===== src/rtl/cpu_pkg.sv =====
// Shared definitions for the 8-bit CPU control path: opcode encodings,
// sequencer state encoding and datapath field widths.
package cpu_pkg;

  localparam int INSTR_W    = 9;
  localparam int REG_ADDR_W = 3;

  localparam logic [2:0] OP_ADD  = 3'b000;
  localparam logic [2:0] OP_SUB  = 3'b001;
  localparam logic [2:0] OP_AND  = 3'b010;
  localparam logic [2:0] OP_OR   = 3'b011;
  localparam logic [2:0] OP_XOR  = 3'b100;
  localparam logic [2:0] OP_NOT  = 3'b101;
  localparam logic [2:0] OP_MOV  = 3'b110;
  localparam logic [2:0] OP_HALT = 3'b111;

  typedef enum logic [2:0] {
    ST_IDLE,
    ST_FETCH,
    ST_DECODE,
    ST_EXECUTE,
    ST_WRITEBACK,
    ST_HALTED,
    ST_FAULT,
    ST_PAUSE
  } state_t;

  // True when the decoded opcode stops the sequencer for good.
  function automatic logic isHalt(input logic [2:0] op);
    return op == OP_HALT;
  endfunction

endpackage


===== src/rtl/cpu_control_unit_if.sv =====
// Instruction-memory fetch bus: the control unit is the master, issuing
// imem_req/imem_addr and holding them until the memory answers with imem_ack.
interface cpu_control_unit_if #(
  parameter int PC_WIDTH = 8
);
  import cpu_pkg::*;

  logic                imem_req;
  logic [PC_WIDTH-1:0] imem_addr;
  logic                imem_ack;
  logic [INSTR_W-1:0]  imem_rdata;

  modport master (
    output imem_req,
    output imem_addr,
    input  imem_ack,
    input  imem_rdata
  );

  modport slave (
    input  imem_req,
    input  imem_addr,
    output imem_ack,
    output imem_rdata
  );

endinterface


===== src/rtl/cpu_fetch_timer.sv =====
// Counts FETCH cycles that pass without an acknowledge and flags the cycle in
// which the memory has run out of time. An ack in that same cycle suppresses
// the timeout, so a late-but-in-time answer still completes the fetch.
module cpu_fetch_timer #(
  parameter int FETCH_TIMEOUT = 15
) (
  input  logic clk,
  input  logic rst_n,
  input  logic i_inFetch,
  input  logic i_ack,
  output logic o_timeout
);

  localparam logic [7:0] LAST_WAIT = 8'(FETCH_TIMEOUT - 1);

  logic [7:0] r_waitCnt;
  logic       w_waiting;

  assign w_waiting = i_inFetch && !i_ack;
  assign o_timeout = w_waiting && (r_waitCnt == LAST_WAIT);

  // Count unanswered FETCH cycles; clear whenever FETCH is left or answered.
  always_ff @(posedge clk or negedge rst_n) begin
    if (!rst_n) begin
      r_waitCnt <= '0;
    end else if (w_waiting && !o_timeout) begin
      r_waitCnt <= r_waitCnt + 8'd1;
    end else begin
      r_waitCnt <= '0;
    end
  end

endmodule


===== src/rtl/cpu_control_unit.sv =====
// Multi-cycle sequencer for the 8-bit CPU: FETCH -> DECODE -> EXECUTE ->
// WRITEBACK, owning pc, zero flag, halt/fault status and the retired count.
// Optional feature macro: CPU_SINGLE_STEP_EN adds a 'step' input and a PAUSE
// state between instructions.
module cpu_control_unit
  import cpu_pkg::*;
#(
  parameter int PC_WIDTH      = 8,
  parameter int RESET_PC      = 0,
  parameter int FETCH_TIMEOUT = 15,
  parameter int CNT_WIDTH     = 16
) (
  input  logic                  clk,
  input  logic                  rst_n,
  input  logic                  run,
`ifdef CPU_SINGLE_STEP_EN
  input  logic                  step,
`endif
  cpu_control_unit_if.master    imem,
  output logic [INSTR_W-1:0]    dec_instr,
  input  logic [2:0]            dec_opcode,
  input  logic [REG_ADDR_W-1:0] dec_dest,
  input  logic [REG_ADDR_W-1:0] dec_src,
  output logic [REG_ADDR_W-1:0] rf_ra,
  output logic [REG_ADDR_W-1:0] rf_rb,
  output logic                  rf_we,
  output logic [REG_ADDR_W-1:0] rf_wa,
  output logic [2:0]            alu_op,
  output logic                  alu_en,
  input  logic                  alu_zero,
  output logic                  zero_flag,
  output logic [PC_WIDTH-1:0]   pc,
  output logic                  halted,
  output logic                  fault,
  output logic [CNT_WIDTH-1:0]  instr_count
);

  state_t                r_state;
  logic [PC_WIDTH-1:0]   r_pc;
  logic [INSTR_W-1:0]    r_ir;
  logic [2:0]            r_opcode;
  logic [REG_ADDR_W-1:0] r_dest;
  logic [REG_ADDR_W-1:0] r_src;
  logic                  r_zeroFlag;
  logic                  r_halted;
  logic                  r_fault;
  logic [CNT_WIDTH-1:0]  r_instrCount;
  logic                  r_imemReq;
  logic                  r_aluEn;
  logic                  r_rfWe;
  logic                  w_inFetch;
  logic                  w_timeout;

  assign w_inFetch = (r_state == ST_FETCH);

  cpu_fetch_timer #(
    .FETCH_TIMEOUT(FETCH_TIMEOUT)
  ) u_fetchTimer (
    .clk       (clk),
    .rst_n     (rst_n),
    .i_inFetch (w_inFetch),
    .i_ack     (imem.imem_ack),
    .o_timeout (w_timeout)
  );

  assign imem.imem_req  = r_imemReq;
  assign imem.imem_addr = r_pc;
  assign dec_instr      = r_ir;
  assign rf_ra          = r_dest;
  assign rf_rb          = r_src;
  assign rf_wa          = r_dest;
  assign alu_op         = r_opcode;
  assign alu_en         = r_aluEn;
  assign rf_we          = r_rfWe;
  assign zero_flag      = r_zeroFlag;
  assign pc             = r_pc;
  assign halted         = r_halted;
  assign fault          = r_fault;
  assign instr_count    = r_instrCount;

  // Sequencer; each strobe is raised on the edge that enters its state so it
  // is high for exactly the cycle spent there.
  always_ff @(posedge clk or negedge rst_n) begin
    if (!rst_n) begin
      r_state      <= ST_IDLE;
      r_pc         <= PC_WIDTH'(RESET_PC);
      r_ir         <= '0;
      r_opcode     <= '0;
      r_dest       <= '0;
      r_src        <= '0;
      r_zeroFlag   <= 1'b0;
      r_halted     <= 1'b0;
      r_fault      <= 1'b0;
      r_instrCount <= '0;
      r_imemReq    <= 1'b0;
      r_aluEn      <= 1'b0;
      r_rfWe       <= 1'b0;
    end else begin
      r_imemReq <= 1'b0;
      r_aluEn   <= 1'b0;
      r_rfWe    <= 1'b0;
      case (r_state)
        ST_IDLE: begin
          if (run) begin
            r_state   <= ST_FETCH;
            r_imemReq <= 1'b1;
          end
        end
        ST_FETCH: begin
          if (imem.imem_ack) begin
            r_ir    <= imem.imem_rdata;
            r_state <= ST_DECODE;
          end else if (w_timeout) begin
            r_state <= ST_FAULT;
            r_fault <= 1'b1;
          end else begin
            r_imemReq <= 1'b1;
          end
        end
        ST_DECODE: begin
          r_opcode <= dec_opcode;
          r_dest   <= dec_dest;
          r_src    <= dec_src;
          if (isHalt(dec_opcode)) begin
            r_state  <= ST_HALTED;
            r_halted <= 1'b1;
          end else begin
            r_state <= ST_EXECUTE;
            r_aluEn <= 1'b1;
          end
        end
        ST_EXECUTE: begin
          r_state <= ST_WRITEBACK;
          r_rfWe  <= 1'b1;
        end
        ST_WRITEBACK: begin
          r_zeroFlag   <= alu_zero;
          r_pc         <= r_pc + 1'b1;
          r_instrCount <= r_instrCount + 1'b1;
          if (run) begin
`ifdef CPU_SINGLE_STEP_EN
            r_state   <= ST_PAUSE;
`else
            r_state   <= ST_FETCH;
            r_imemReq <= 1'b1;
`endif
          end else begin
            r_state <= ST_IDLE;
          end
        end
`ifdef CPU_SINGLE_STEP_EN
        ST_PAUSE: begin
          if (!run) begin
            r_state <= ST_IDLE;
          end else if (step) begin
            r_state   <= ST_FETCH;
            r_imemReq <= 1'b1;
          end
        end
`endif
        ST_HALTED: begin
          r_state <= ST_HALTED;
        end
        ST_FAULT: begin
          r_state <= ST_FAULT;
        end
        default: begin
          r_state <= ST_IDLE;
        end
      endcase
    end
  end

endmodule


===== src/flat_wrapper.sv =====
// flat-port wrapper written by rule: the top's interface ports become plain ports
module cpu_control_unit_flat import cpu_pkg::*;
#(
  parameter int PC_WIDTH      = 8,
  parameter int RESET_PC      = 0,
  parameter int FETCH_TIMEOUT = 15,
  parameter int CNT_WIDTH     = 16
)
  (clk, rst_n, run, dec_instr, dec_opcode, dec_dest, dec_src, rf_ra, rf_rb, rf_we, rf_wa, alu_op, alu_en, alu_zero, zero_flag, pc, halted, fault, instr_count, imem_imem_req, imem_imem_addr, imem_imem_ack, imem_imem_rdata);
  cpu_control_unit_if #(.PC_WIDTH(PC_WIDTH)) imem_i ();
  input  logic clk;
  input  logic rst_n;
  input  logic run;
  output logic [INSTR_W-1:0] dec_instr;
  input  logic [2:0] dec_opcode;
  input  logic [REG_ADDR_W-1:0] dec_dest;
  input  logic [REG_ADDR_W-1:0] dec_src;
  output logic [REG_ADDR_W-1:0] rf_ra;
  output logic [REG_ADDR_W-1:0] rf_rb;
  output logic rf_we;
  output logic [REG_ADDR_W-1:0] rf_wa;
  output logic [2:0] alu_op;
  output logic alu_en;
  input  logic alu_zero;
  output logic zero_flag;
  output logic [PC_WIDTH-1:0] pc;
  output logic halted;
  output logic fault;
  output logic [CNT_WIDTH-1:0] instr_count;
  output wire logic [$bits(imem_i.imem_req)-1:0] imem_imem_req;
  output wire logic [$bits(imem_i.imem_addr)-1:0] imem_imem_addr;
  input wire logic [$bits(imem_i.imem_ack)-1:0] imem_imem_ack;
  input wire logic [$bits(imem_i.imem_rdata)-1:0] imem_imem_rdata;
  assign imem_imem_req = imem_i.imem_req;
  assign imem_imem_addr = imem_i.imem_addr;
  assign imem_i.imem_ack = imem_imem_ack;
  assign imem_i.imem_rdata = imem_imem_rdata;
  cpu_control_unit #(.PC_WIDTH(PC_WIDTH), .RESET_PC(RESET_PC), .FETCH_TIMEOUT(FETCH_TIMEOUT), .CNT_WIDTH(CNT_WIDTH)) u_core (.clk(clk), .rst_n(rst_n), .run(run), .imem(imem_i), .dec_instr(dec_instr), .dec_opcode(dec_opcode), .dec_dest(dec_dest), .dec_src(dec_src), .rf_ra(rf_ra), .rf_rb(rf_rb), .rf_we(rf_we), .rf_wa(rf_wa), .alu_op(alu_op), .alu_en(alu_en), .alu_zero(alu_zero), .zero_flag(zero_flag), .pc(pc), .halted(halted), .fault(fault), .instr_count(instr_count));
endmodule

===== config.mk =====
export PLATFORM = sky130hd
export DESIGN_NAME = cpu_control_unit_flat
export DESIGN_NICKNAME = d
export VERILOG_FILES = /design/src/rtl/cpu_pkg.sv /design/src/rtl/cpu_control_unit_if.sv /design/src/rtl/cpu_fetch_timer.sv /design/src/rtl/cpu_control_unit.sv /design/src/flat_wrapper.sv
export SDC_FILE = /design/constraint.sdc
export NUM_CORES = 1
export LEC_CHECK = 0
export CAP_MARGIN = 20
export CORE_UTILIZATION = 46
export CTS_CLUSTER_DIAMETER = 100
export DETAILED_ROUTE_END_ITERATION = 8
export GPL_ROUTABILITY_DRIVEN = 1
export PLACE_DENSITY_LB_ADDON = 0.08
export SLEW_MARGIN = 20
export SYNTH_ARGS = -nofsm -noshare
export SYNTH_HDL_FRONTEND = slang
export SYNTH_SLANG_ARGS = --single-unit
export TNS_END_PERCENT = 100

===== constraint.sdc =====
create_clock -name clk -period 1.9 [get_ports clk]
set_input_delay 0.19 -clock clk [delete_from_list [all_inputs] [get_ports clk]]
set_output_delay 0.19 -clock clk [all_outputs]
set_load 0.01 [all_outputs]

==> impl_metrics.json <==
{
  "max_clock_buf_depth": 2,
  "viasPerCell": 4.94,
  "timing.critical_path.buf_inv": 0,
  "static-leakage-power_nw": 1.57,
  "die_height_um": 76.9,
  "timing.critical_path.cells": "or3b_4 -> or4_4 -> nor2_2 -> xor2_1",
  "drt_pass1_iterations": 4,
  "post-route-period-util": 0.902,
  "synthDistinctLibCells": 36,
  "n_fill_cell": 400,
  "final-hold-violation-count": 0,
  "initialDrtViolationCount": 79,
  "placement.cell_area_um2": 3450,
  "design.die.area_um2": 5920,
  "pwr-share-clk": 0.228,
  "synthesis_to_layout_area_growth_pct": 42.0,
  "worstPathArrival_ns": 1.98,
  "pwr-share-seq": 0.375,
  "max_transition_viols_final": 0,
  "root_buffer": "clkbuf_8",
  "grt_antenna_before_repair": 0,
  "maxCapViolCount": 0,
  "period_needed_ns": 1.71,
  "max_freq_mhz": 583,
  "detailedPlacementHpwl_um": 3380,
  "synth.yosys.seq_area_share": 0.571,
  "ys.warnings.count": 0,
  "worstSetupEndpointType": "register",
  "synth_seq_cells": 59,
  "setup_violations": 0,
  "rsz0062_at_grt": "no",
  "power_density_over_cell_area_nw_per_um2": 1370,
  "cts_tree": "built",
  "ios": 82,
  "grt_pass1_wl_um": 8230,
  "finalInstanceArea_um2": 3670,
  "antenna_cells": 0,
  "mappedNetlistArea_um2": 2580,
  "max-vdd-ir-drop_v": 0.000876,
  "drt_wl_total_um": 4780,
  "gr-usage-all-layers": 0.181,
  "routedWlPerCell_um": 12.8,
  "switching_power_mw": 1.57,
  "required_ns": 2.16,
  "cts-buffers-inserted": 9,
  "num_rows": 26,
  "drc": 0,
  "tns_ns": 0,
  "initial_utilization": 0.490,
  "post-cts-setup-buffer-count": 0,
  "cp_max_fo": 5,
  "grt-ovfl-total": 0,
  "run_status": "completed",
  "class_of_the_tightest_hold_or_removal_check": "input port to async pin",
  "first_global_vias": 1780,
  "slowest_delay_ns": 0.54,
  "clock_skew_ns": 0.00680,
  "gp_routability_congestion": 0.770,
  "max-slew-margin-rel": 0.680,
  "cellInternalPower_mw": 3.47,
  "die_width_um": 76.9,
  "layout.core_utilization": 0.696,
  "design.final.nets": 326,
  "power_switching_share": 0.312,
  "p_comb_frac": 0.397,
  "cp-start-kind": "register",
  "number_of_port_buffers": 81,
  "vias": 1847,
  "drive_above_1_share": 0.181,
  "numClockSinks": 59,
  "ctsHtreeMaxLevel": 3,
  "clk_pin_slew_worst_paths_ns": 0.07,
  "max_slew.worst_pin.slew_ns": 0.473,
  "floorplan.core_area_um2": 5270,
  "crit_family": "simple AND/OR/NAND/NOR gates",
  "drt.antenna.violating_nets": 0,
  "grt_start_max_net_pins": 60,
  "clkLatencyLatePin_ns": 0.34,
  "syn_area_per_cell_um2": 12.1,
  "setup.worst_path.class": "register to register",
  "synthesis.instances": 213,
  "cell_type_of_the_slowest_stage_on_the_worst_timing_path": "or4_4",
  "synth_fp_nets": 240
}
flip-flops by register name (all words and copies together) (netlist names):
register                       count
u_core.alu_en                      1
u_core.alu_op                      3
u_core.dec_instr                   9
u_core.fault                       1
u_core.halted                      1
u_core.imem.imem_addr              8
u_core.imem.imem_req               1
u_core.instr_count                16
u_core.r_state                     3
u_core.rf_ra                       3
u_core.rf_rb                       3
u_core.rf_we                       1
u_core.u_fetchTimer.r_waitCnt      8
u_core.zero_flag                   1
kinds of logic (layout without fill, tap and decap cells):
logic type	Yosys count	count (layout)	synth area share
mux	21	21	0.0915
compound gates	7	7	0.0194
flops	59	59	0.571
xor+xnor	28	28	0.0949
simple gates	73	73	0.156
fa+ha+maj	4	4	0.0194
buf+inv	21	112	0.0475
routing by layer:
metal	vias to the layer above	GRT usage	wire, µm
li1	894	-	-
met5	-	0	0
met4	0	0.115	115
met2	61	0.276	2190
met1	882	0.217	2110
met3	10	0.0655	360
power by group through the flow:
stage / sequential [mW] / combinational, mW / clock [mW]
global route: 1.95 / 2.15 / 1.23
finish: 1.89 / 2.00 / 1.15
global placement: 1.90 / 1.98 / 0
floorplan: 2.04 / 0.865 / 0
detailed placement: 1.91 / 2.00 / 0
CTS: 1.89 / 2.02 / 1.17
through the flow:
step           setup slack, ns  hold slack, ns  total power, mW  std cells
2_1_floorplan            0.168          -0.106             2.90        213
3_3_place_gp             0.184           0.220             3.89        357
3_5_place_dp             0.169           0.221             3.91        357
4_1_cts                  0.150           0.395             5.08        374
5_1_grt                 0.0228           0.428             5.32        374
6_report                 0.185           0.383             5.03        374
final cells by class:
type                       count  area [µm²]  area share
clock inverter                 6        65.1      0.0177
clock buffer                  10         138      0.0375
tap                           70        87.6      0.0239
timing repair buffer          91         896       0.244
sequential                    59        1480       0.402
inverter                       5        18.8     0.00512
multi-input combinational    133         987       0.269
Yosys cell counts:
library cell   n  share of area
nor2_2         1         0.0024
nor3_2         2         0.0077
o211a_1        1         0.0039
buf_2          2         0.0039
nor3b_2        1         0.0048
nand2b_1       2         0.0048
nor4bb_1       1         0.0039
nor2_1        16          0.023
and3_1         1         0.0024
buf_4         11          0.032
ha_1           4          0.019
and2_1         5          0.012
nand2_1       15          0.022
nand4_1       10          0.024
or4_4          1         0.0044
and4_1         1         0.0034
nor4_2         1         0.0048
or3b_1         1         0.0034
o21a_1         1         0.0029
xor2_1        10          0.034
nor4_1         2         0.0048
xnor2_1       18          0.061
clkbuf_1       2         0.0029
and4b_1        1         0.0039
o21ai_0        1         0.0019
a21o_1         1         0.0029
buf_1          1         0.0015
a21oi_1        1         0.0019
dfrtp_1       59           0.57
o311ai_0       1         0.0034
nor3_1         5         0.0097
inv_1          5         0.0073
mux2_2        21          0.092
nand3_1        6          0.012
a31oi_1        1         0.0024
or2_2          1         0.0024
placed cells by master, fill, tap and decap left out, types with 2 or more instances in the layout:
master / Yosys / final
inv_1: 5 / 5
nor3_1: 5 / 5
clkinvlp_4: 0 / 4
nor4_1: 2 / 2
dfrtp_1: 59 / 59
xor2_1: 10 / 10
nand2_1: 15 / 15
clkdlybuf4s50_1: 0 / 80
xnor2_1: 18 / 18
nand2b_1: 2 / 2
ha_1: 4 / 4
nand4_1: 10 / 10
and2_1: 5 / 5
nor2_1: 16 / 16
mux2_2: 21 / 21
buf_4: 11 / 8
nor3_2: 2 / 2
nand3_1: 6 / 6
clkbuf_8: 0 / 10
worst register-to-register path: cells and delay by family (launching register included):
kind / cells / cell delay, ns
xor+xnor: 1 / 0.15
flops: 1 / 0.40
simple gates: 3 / 1.10
worst paths after layout:
| kind | cells after the start | from | slack [ns] | end |
|---|---|---|---|---|
| min in group clk | 3 | run | 0.46 | u_core.imem.imem_req |
| max | 4 | u_core.r_state[2] | 0.19 | u_core.instr_count[12] |
| min | 3 | rst_n | 0.38 | u_core.imem.imem_addr[6] |
| max reg2reg | 4 | u_core.r_state[2] | 0.19 | u_core.instr_count[12] |
| min reg2reg | 1 | u_core.fault | 0.46 | u_core.fault |
| max in group asynchronous | 3 | rst_n | 1.26 | u_core.alu_op[1] |
what timing repair did:
| action | 4_1_cts | 5_1_grt |
|---|---|---|
| hold endpoints to repair | 59 | 0 |
| hold buffers | 1 | 0 |
| endpoints found under the setup margin | 0 | 2 |
| gates resized for setup | 0 | 1 |
Note: power is estimated with default switching activity, not from simulation.
